### src/rtl/sorter_pkg.sv
// Shared defaults and FSM state encoding for the in-place memory bubble sorter.
package sorter_pkg;

  localparam int DATA_W = 8;
  localparam int ADR_W  = 5;
  localparam int DEPTH  = 32;
  localparam int CNT_W  = 10;

  typedef enum logic [2:0] {
    S_IDLE = 3'd0,
    S_RD_A = 3'd1,
    S_RD_B = 3'd2,
    S_CMP  = 3'd3,
    S_WR_A = 3'd4,
    S_WR_B = 3'd5,
    S_NEXT = 3'd6,
    S_DONE = 3'd7
  } state_e;

endpackage

### src/rtl/sorter_datapath.sv
// Operand registers, compare index j, pass counter and the unsigned comparator
// that feed the sorter FSM.
module sorter_datapath
  import sorter_pkg::*;
#(
  parameter int DW  = DATA_W,
  parameter int AW  = ADR_W,
  parameter int DEP = DEPTH
) (
  input  logic          clk,
  input  logic          rst,
  input  logic          clear_i,
  input  logic          ld_a_i,
  input  logic          ld_b_i,
  input  logic          inc_j_i,
  input  logic          next_pass_i,
  input  logic [DW-1:0] rdata_i,
  output logic [DW-1:0] reg_a_o,
  output logic [DW-1:0] reg_b_o,
  output logic [AW-1:0] j_o,
  output logic          gt_o,
  output logic          pass_end_o,
  output logic          last_pass_o
);

  localparam logic [AW-1:0] ONE      = AW'(1);
  localparam logic [AW-1:0] LAST_IDX = AW'(DEP - 2);

  logic [DW-1:0] reg_a_q;
  logic [DW-1:0] reg_b_q;
  logic [AW-1:0] j_q;
  logic [AW-1:0] pass_q;
  logic [AW-1:0] limit_s;

  // Index and pass counters; a fresh start wins over any advance request.
  always_ff @(posedge clk or posedge rst) begin
    if (rst) begin
      j_q    <= '0;
      pass_q <= '0;
    end else if (clear_i) begin
      j_q    <= '0;
      pass_q <= '0;
    end else if (next_pass_i) begin
      j_q    <= '0;
      pass_q <= pass_q + ONE;
    end else if (inc_j_i) begin
      j_q    <= j_q + ONE;
    end
  end

  // Operand capture from the asynchronous-read memory.
  always_ff @(posedge clk or posedge rst) begin
    if (rst) begin
      reg_a_q <= '0;
      reg_b_q <= '0;
    end else begin
      if (ld_a_i) reg_a_q <= rdata_i;
      if (ld_b_i) reg_b_q <= rdata_i;
    end
  end

  // Each pass bubbles one more maximum into place, so the scan shrinks by one.
  assign limit_s     = LAST_IDX - pass_q;
  assign gt_o        = (reg_a_q > reg_b_q);
  assign pass_end_o  = (j_q == limit_s);
  assign last_pass_o = (pass_q == LAST_IDX);
  assign reg_a_o     = reg_a_q;
  assign reg_b_o     = reg_b_q;
  assign j_o         = j_q;

endmodule

### src/rtl/mem_bubble_sorter.sv
// Memory-port initiator that bubble-sorts the whole array in place (ascending,
// unsigned) and stops after the first pass without a swap.
module mem_bubble_sorter
  import sorter_pkg::*;
#(
  parameter int DW  = DATA_W,
  parameter int AW  = ADR_W,
  parameter int DEP = DEPTH,
  parameter int CW  = CNT_W
) (
  input  logic          clk,
  input  logic          rst,
  input  logic          start,
  output logic          busy,
  output logic          done,
  output logic [CW-1:0] swap_count,
  output logic          mem_rd,
  output logic          mem_wr,
  output logic [AW-1:0] mem_adr,
  output logic [DW-1:0] mem_wdata,
  input  logic [DW-1:0] mem_rdata
);

  state_e        state_q;
  state_e        state_d;
  logic          swapped_q;
  logic [CW-1:0] swap_count_q;
  logic          done_q;

  logic          clear_s;
  logic          ld_a_s;
  logic          ld_b_s;
  logic          inc_j_s;
  logic          next_pass_s;
  logic [DW-1:0] reg_a_s;
  logic [DW-1:0] reg_b_s;
  logic [AW-1:0] j_s;
  logic          gt_s;
  logic          pass_end_s;
  logic          last_pass_s;

  sorter_datapath #(
    .DW  (DW),
    .AW  (AW),
    .DEP (DEP)
  ) u_dp (
    .clk         (clk),
    .rst         (rst),
    .clear_i     (clear_s),
    .ld_a_i      (ld_a_s),
    .ld_b_i      (ld_b_s),
    .inc_j_i     (inc_j_s),
    .next_pass_i (next_pass_s),
    .rdata_i     (mem_rdata),
    .reg_a_o     (reg_a_s),
    .reg_b_o     (reg_b_s),
    .j_o         (j_s),
    .gt_o        (gt_s),
    .pass_end_o  (pass_end_s),
    .last_pass_o (last_pass_s)
  );

  // State register.
  always_ff @(posedge clk or posedge rst) begin
    if (rst) state_q <= S_IDLE;
    else     state_q <= state_d;
  end

  // Next-state logic.
  always_comb begin
    state_d = state_q;
    case (state_q)
      S_IDLE: if (start) state_d = S_RD_A; else state_d = S_IDLE;
      S_RD_A: state_d = S_RD_B;
      S_RD_B: state_d = S_CMP;
      S_CMP:  if (gt_s) state_d = S_WR_A; else state_d = S_NEXT;
      S_WR_A: state_d = S_WR_B;
      S_WR_B: state_d = S_NEXT;
      S_NEXT: begin
        if (pass_end_s && (!swapped_q || last_pass_s)) state_d = S_DONE;
        else                                           state_d = S_RD_A;
      end
      S_DONE: state_d = S_IDLE;
      default: state_d = S_IDLE;
    endcase
  end

  // Moore outputs: memory port, busy and datapath strobes.
  always_comb begin
    mem_rd      = 1'b0;
    mem_wr      = 1'b0;
    mem_adr     = '0;
    mem_wdata   = '0;
    busy        = (state_q != S_IDLE);
    clear_s     = 1'b0;
    ld_a_s      = 1'b0;
    ld_b_s      = 1'b0;
    inc_j_s     = 1'b0;
    next_pass_s = 1'b0;
    case (state_q)
      S_IDLE: clear_s = start;
      S_RD_A: begin
        mem_rd  = 1'b1;
        mem_adr = j_s;
        ld_a_s  = 1'b1;
      end
      S_RD_B: begin
        mem_rd  = 1'b1;
        mem_adr = j_s + AW'(1);
        ld_b_s  = 1'b1;
      end
      S_WR_A: begin
        mem_wr    = 1'b1;
        mem_adr   = j_s;
        mem_wdata = reg_b_s;
      end
      S_WR_B: begin
        mem_wr    = 1'b1;
        mem_adr   = j_s + AW'(1);
        mem_wdata = reg_a_s;
      end
      S_NEXT: begin
        if (pass_end_s) begin
          next_pass_s = swapped_q && !last_pass_s;
        end else begin
          inc_j_s = 1'b1;
        end
      end
      default: begin
        mem_rd = 1'b0;
      end
    endcase
  end

  // Swap bookkeeping; swapped is per pass, swap_count is per sort.
  always_ff @(posedge clk or posedge rst) begin
    if (rst) begin
      swapped_q    <= 1'b0;
      swap_count_q <= '0;
    end else if (state_q == S_IDLE && start) begin
      swapped_q    <= 1'b0;
      swap_count_q <= '0;
    end else if (state_q == S_WR_B) begin
      swapped_q    <= 1'b1;
      swap_count_q <= swap_count_q + CW'(1);
    end else if (state_q == S_NEXT && pass_end_s) begin
      swapped_q    <= 1'b0;
    end
  end

  // Registered completion pulse: it follows the DONE cycle by one edge.
  always_ff @(posedge clk or posedge rst) begin
    if (rst) done_q <= 1'b0;
    else     done_q <= (state_q == S_DONE);
  end

  assign done       = done_q;
  assign swap_count = swap_count_q;

endmodule

### config.mk
export PLATFORM = sky130hd
export DESIGN_NAME = mem_bubble_sorter
export DESIGN_NICKNAME = d
export VERILOG_FILES = /design/src/rtl/sorter_pkg.sv /design/src/rtl/sorter_datapath.sv /design/src/rtl/mem_bubble_sorter.sv
export SDC_FILE = /design/constraint.sdc
export NUM_CORES = 1
export LEC_CHECK = 0
export ABC_AREA = 1
export CORE_ASPECT_RATIO = 2
export CORE_MARGIN = 2
export CORE_UTILIZATION = 45
export CTS_CLUSTER_DIAMETER = 30
export CTS_CLUSTER_SIZE = 10
export DETAILED_ROUTE_END_ITERATION = 10
export DONT_BUFFER_PORTS = 1
export PLACE_DENSITY = 0.67
export SLEW_MARGIN = 5
export SYNTH_ARGS = -nofsm -noshare
export SYNTH_HDL_FRONTEND = slang
export SYNTH_SLANG_ARGS = --single-unit
### constraint.sdc
create_clock -name clk -period 4.9 [get_ports clk]
set_input_delay 0.98 -clock clk [delete_from_list [all_inputs] [get_ports clk]]
set_output_delay 0.98 -clock clk [all_outputs]
set_load 0.005 [all_outputs]
==> results of run 1 <==
## sequential cells by signal (all words and copies together) (netlist names)
register,flops
u_dp.reg_b_o,8
swapped_q,1
u_dp.j_o,5
state_q,3
swap_count,10
u_dp.reg_a_o,8
done,1
u_dp.pass_q,5
## kinds of logic (layout without fill, tap and decap cells)
group | count (synthesis) | count (layout) | synth area share (%)
compound gates | 68 | 68 | 14.7
xor+xnor | 5 | 5 | 1.82
fa+ha+maj | 13 | 13 | 6.75
buf+inv | 59 | 62 | 9.97
flops | 41 | 41 | 42.6
mux | 1 | 1 | 0.467
simple gates | 122 | 122 | 23.7
## Yosys cell counts
cell	n
buf_2	4
buf_4	3
a21oi_1	18
nand3b_1	1
mux2_2	1
nand2_1	62
o21ai_1	10
o21a_1	2
dfrtp_1	41
inv_1	40
clkbuf_1	1
nor3_2	1
nor2_1	16
inv_2	10
ha_1	13
o21ai_0	30
o22ai_1	8
nor2_2	3
nand3_2	1
nor3_1	9
nor2_4	3
nand2_2	3
nand3_1	20
inv_4	1
nand4_4	1
nand4_1	2
xor2_1	5
## layout make-up
class / instances / area, um2 / share of cell area, %
Timing Repair Buffer: 3 / 22.5 / 0.885
Inverter: 51 / 194 / 7.62
Clock buffer: 5 / 68.8 / 2.70
Sequential cell: 41 / 1030 / 40.3
Multi-Input combinational cell: 209 / 1140 / 44.9
Clock inverter: 3 / 17.5 / 0.688
Tap cell: 58 / 72.6 / 2.85
## worst paths after layout
kind,from,end,cells past startpoint
max,state_q[1]$_DFF_PP0_,mem_wdata[3],5
min,state_q[0]$_DFF_PP0_,state_q[0]$_DFF_PP0_,1
max reg2reg,state_q[1]$_DFF_PP0_,swap_count[9]$_DFFE_PP0P_,8
min reg2reg,state_q[0]$_DFF_PP0_,state_q[0]$_DFF_PP0_,1
max in group asynchronous,rst,state_q[2]$_DFF_PP0_,2
min in group asynchronous,rst,u_dp.reg_b_o[6]$_DFFE_PP0P_,2
## critical path, stage by stage, from the launching register on
cell and delay, ns:
dfrtp_1 0.43, inv_2 0.09, nand2_1 0.09, nor2_2 0.41, inv_2 0.25, o22ai_1 0.23
## metal layers
| metal | vias to the layer above | wire, um | track usage (%) | share of wire [%] |
|---|---|---|---|---|
| li1 | 1006 | - | - | - |
| met1 | 961 | 1940 | 18.8 | 36 |
| met2 | 47 | 3030 | 38.8 | 56 |
| met3 | 18 | 233 | 3.85 | 4.3 |
| met4 | 0 | 179 | 11.0 | 3.3 |
| met5 | - | 0 | 0 | 0 |
## power groups by stage
stage | logic, uW | clock network, uW | registers [uW]
final | 587 | 220 | 543
after global routing | 684 | 239 | 557
after CTS | 597 | 225 | 541
after detailed placement | 592 | 0 | 548
after global placement | 574 | 0 | 543
after floorplan | 479 | 0 | 516
## per-stage QoR
stage,setup slack (ns),utilization (%),power (uW)
after detailed placement,2.42,47.8,1140
after floorplan,2.79,-,994
final,2.11,49.5,1350
after global placement,2.49,47.8,1120
after CTS,2.11,49.5,1360
after global routing,1.97,49.5,1480
==> run summary, run 1 <==
count of pins over their slew limit: 0
post-cts sizing count: 0
post-route insts no fill: 370
CP Data Arrival Time: 1.81 ns
H-tree depth: 2
detailed-placement wirelength estimate: 4110 um
Worst-Margin Slew: 0.532 ns
DR DRC count: 0
Die X: 55.7 um
share of power burned in registers: 40.2%
Clock Skews: 0.00620 ns
P_int: 747 uW
Post CTS Setup Buffer Count: 0
Final setup viols: 0
CTS tree: yes
CP Data Required Time: 3.92 ns
RSZ-0062 raised after global routing: no
Initial DRT Pass Iterations: 4
Overflow after GRT: 0
IR drop worst, VDD: 0.000392 V
filler instances: 520
design area: 0.00254 mm2
Mapped Cells: 309
Detailed Route WL: 5390 um
CTS Buf Count: 5
final estimated routing congestion in global placement: 0.838
max-cap viol count: 0
CTS Root Cell: clkbuf_8
Site Rows: 37
first-pass GRT wire length: 9330 um
dominant cell type by area after synthesis: dfrtp_1
most common cell after layout, fill and taps aside: nand2_1
Starting Density: 46.9%
largest net degree at the start of global routing: 42
DP Area: 0.00246 mm2
combinational share of power: 43.5%
critical path type: register to output port
Worst slew margin: 64.5%
clock share of power: 16.3%
setup_tns: 0 ns
Critical Path Start Type: register
Placed Cells: 362
Ant. Diodes: 0
Area Overhead vs Synth: 5.61%
outcome: finished, final reports clean
register area share after synthesis: 42.6%
period utilization: 56.9%
Yosys cell types: 27
sw frac: 44.6%
R2R Setup Slk: 2.97 ns
Avg WL per Cell: 14.6 um
num ports: 38
CTS Buffer Depth: 2
Synth top area share: 42.6%
die area: 0.00599 mm2
hold_ws: 0.512 ns
initial antenna violation count: 0
cell leakage power: 0.00121 uW
Post-Syn Area: 0.00241 mm2
share of layout cells above drive strength 1: 11.2%
Port Buffers: 0
core box area: 0.00514 mm2
Detail Route Antenna Nets: 0
final hold vios: 0
achievable frequency: 359 MHz
syn_area_per_cell: 7.80 um2
Area contributors post-synth: dfrtp_1 43%, nand2_1 9.7%, ha_1 6.7%
commonest non-fill, non-tap cells in the layout: 62 x nand2_1, 41 x dfrtp_1, 40 x inv_1, 30 x o21ai_0, 20 x nand3_1
Vias: 2032
Max FO, Critical Path: 14
Yosys reg bits: 41
clock-pin transition on the worst setup and hold timing paths: 0.08 ns
Post-Syn Nets: 333
Via density: 5.49
DRT iter0 DRCs: 48
Clock Sinks: 41
Clock Latency Late Sink: 0.30 ns
pwr/cell area: 531 mW/mm2
vias in the first global route: 2170
Layout Nets: 335
Ys Warns: 0
Net Switching: 603 uW
Die Ht: 107 um
Total GRT Usage: 19.9%
Worst Hold Class: register to register
Setup crit end kind: output port
Tmin final: 2.79 ns
number of hold buffers added after cts: 0
(Power assumes the default switching activity.)
==> inputs of run 2 (changes only) <==
- clock period: 4.9 -> 2.7 ns (I/O delays scaled with it)
==> run 2 against run 1 <==
First-iteration DRC count increased by 13%. Global-route usage decreased by 0.28 points. Sequential cell count did not move. Routed wire length increased by 1.8%. Non-clock buffer count rose by 1. Final cell count rose by 0.27%. Core utilization grew 0.51 points. Die area did not move. Sequential power rose by 81%. Clock-buffer cell count grew 2. Critical path depth unchanged.
==> run summary, run 2 (synthesis gave the netlist of run 1 again) <==
outcome: finished, final reports clean
Clock Sinks: 41
Post CTS Setup Buffer Count: 0
Overflow after GRT: 0
pwr/cell area: 981 mW/mm2
Critical Path Source: state_q[0]$_DFF_PP0_
share of power burned in registers: 39.1%
Via density: 5.47
Critical Path Start Type: register
sw frac: 43.8%
Worst slew margin: 58.3%
Area Overhead vs Synth: 6.70%
Avg WL per Cell: 14.8 um
num ports: 38
final hold vios: 0
Port Buffers: 0
Crit. path cell count: 5
max reg flops: 10
first-pass GRT wire length: 9330 um
Die X: 55.7 um
Tmin final: 2.29 ns
Die Ht: 107 um
post-cts sizing count: 0
period utilization: 84.6%
core box area: 0.00514 mm2
CP Data Arrival Time: 1.75 ns
Worst Hold Class: primary input to asynchronous set/reset pin
CP Data Required Time: 2.16 ns
achievable frequency: 438 MHz
commonest non-fill, non-tap cells in the layout: 62 x nand2_1, 41 x dfrtp_1, 40 x inv_1, 30 x o21ai_0, 20 x nand3_1
max-cap viol count: 0
P_int: 1420 uW
setup_tns: 0 ns
count of pins over their slew limit: 0
Net Switching: 1100 uW
Ant. Diodes: 0
critical path type: register to output port
number of hold buffers added after cts: 0
cell leakage power: 0.00122 uW
CTS Buf Count: 5
Clock Skews: 0.00695 ns
vias in the first global route: 2105
Detailed Route WL: 5480 um
final estimated routing congestion in global placement: 0.884
Crit path buffers/inverters: 1
Detail Route Antenna Nets: 0
CTS Buffer Depth: 2
Vias: 2029
max incr delay on CP: 0.51 ns
Clock Latency Late Sink: 0.30 ns
CTS tree: yes
initial antenna violation count: 0
endpoint of the worst register-to-register path: u_dp.j_o[0]$_DFFE_PP0P_
H-tree depth: 2
worst r2r src: u_dp.pass_q[0]$_DFFE_PP0P_
Slowest-stage cell, CP: nor2_1
Starting Density: 46.9%
clock-pin transition on the worst setup and hold timing paths: 0.08 ns
Layout Utilization: 50.0%
clock share of power: 18.4%
RSZ-0062 raised after global routing: no
Site Rows: 37
depth of the most critical reg-to-reg path: 12
Final setup viols: 0
most common cell after layout, fill and taps aside: nand2_1
IR drop worst, VDD: 0.000627 V
Top Family by Delay on Critical Path: simple AND/OR/NAND/NOR gates
largest net degree at the start of global routing: 42
most used cell, CP: nor2_1
combinational share of power: 42.5%
Initial DRT Pass Iterations: 5
share of layout cells above drive strength 1: 11.5%
Total GRT Usage: 19.7%
die area: 0.00599 mm2
Max FO, Critical Path: 11
Layout Nets: 336
DRT iter0 DRCs: 54
detailed-placement wirelength estimate: 4210 um
CTS Root Cell: clkbuf_8
R2R Setup Slk: 0.77 ns
sequence of cells on the critical path: inv_2 -> nand2_1 -> nor2_1 -> nor2_1 -> o22ai_1
Worst-Margin Slew: 0.623 ns
Setup crit end kind: output port
DR DRC count: 0
-- run 2: cell type report --
type,instances,area (um2)
repair buffers,4,30.0
fillers,494,2570
clock inverters,1,8.76
multi-input cells,209,1140
flip-flops and latches,41,1030
inverters,51,194
clock buffers,7,96.3
well taps,58,72.6
-- run 2: worst max-delay path by stage --
stage	to	slack, ns
final	mem_adr[4]	0.41
after global placement	mem_adr[2]	0.82
after detailed placement	mem_adr[4]	0.74
after floorplan	mem_adr[0]	1.03
after global routing	mem_adr[3]	0.21
after CTS	mem_adr[4]	0.40
-- run 2: worst reg2reg max path, stage by stage, from the launching register on --
cell and delay [ns]:
dfrtp_1 0.48, inv_2 0.10, ha_1 0.35, inv_1 0.05
nand2_1 0.05, nand2_1 0.06, nor2_2 0.10, nand3_2 0.09
nor2_4 0.16, nand3_1 0.09, nand2_1 0.09, nand2_2 0.10
a21oi_1 0.14
-- run 2: metrics by stage --
step                      cells  hold WS (ns)  area, um2  setup slack, ns  power (uW)
final                       371         0.250       2570            0.415        2520
after global routing        371         0.298       2570            0.212        2740
after CTS                   371         0.267       2570            0.397        2550
after detailed placement    363         0.496       2470            0.737        2080
after global placement      363         0.482       2470            0.816        2040
after floorplan             309         0.462       2410             1.03        1800
-- run 2: power groups by stage --
stage	Sequential, uW	Combinational (uW)	Clock, uW
2_1_floorplan	936	869	0
3_3_place_gp	987	1050	0
3_5_place_dp	994	1090	0
4_1_cts	983	1090	473
5_1_grt	1010	1240	498
6_report	985	1070	465
-- run 2: routing by layer --
metal  vias up  global-route usage [%]  part of all wire [%]
met1       967                    18.2                    36
li1       1009                       -                     -
met4         0                    8.36                   1.9
met2        45                    39.7                    58
met3         8                    3.97                   4.1
met5         -                       0                     0
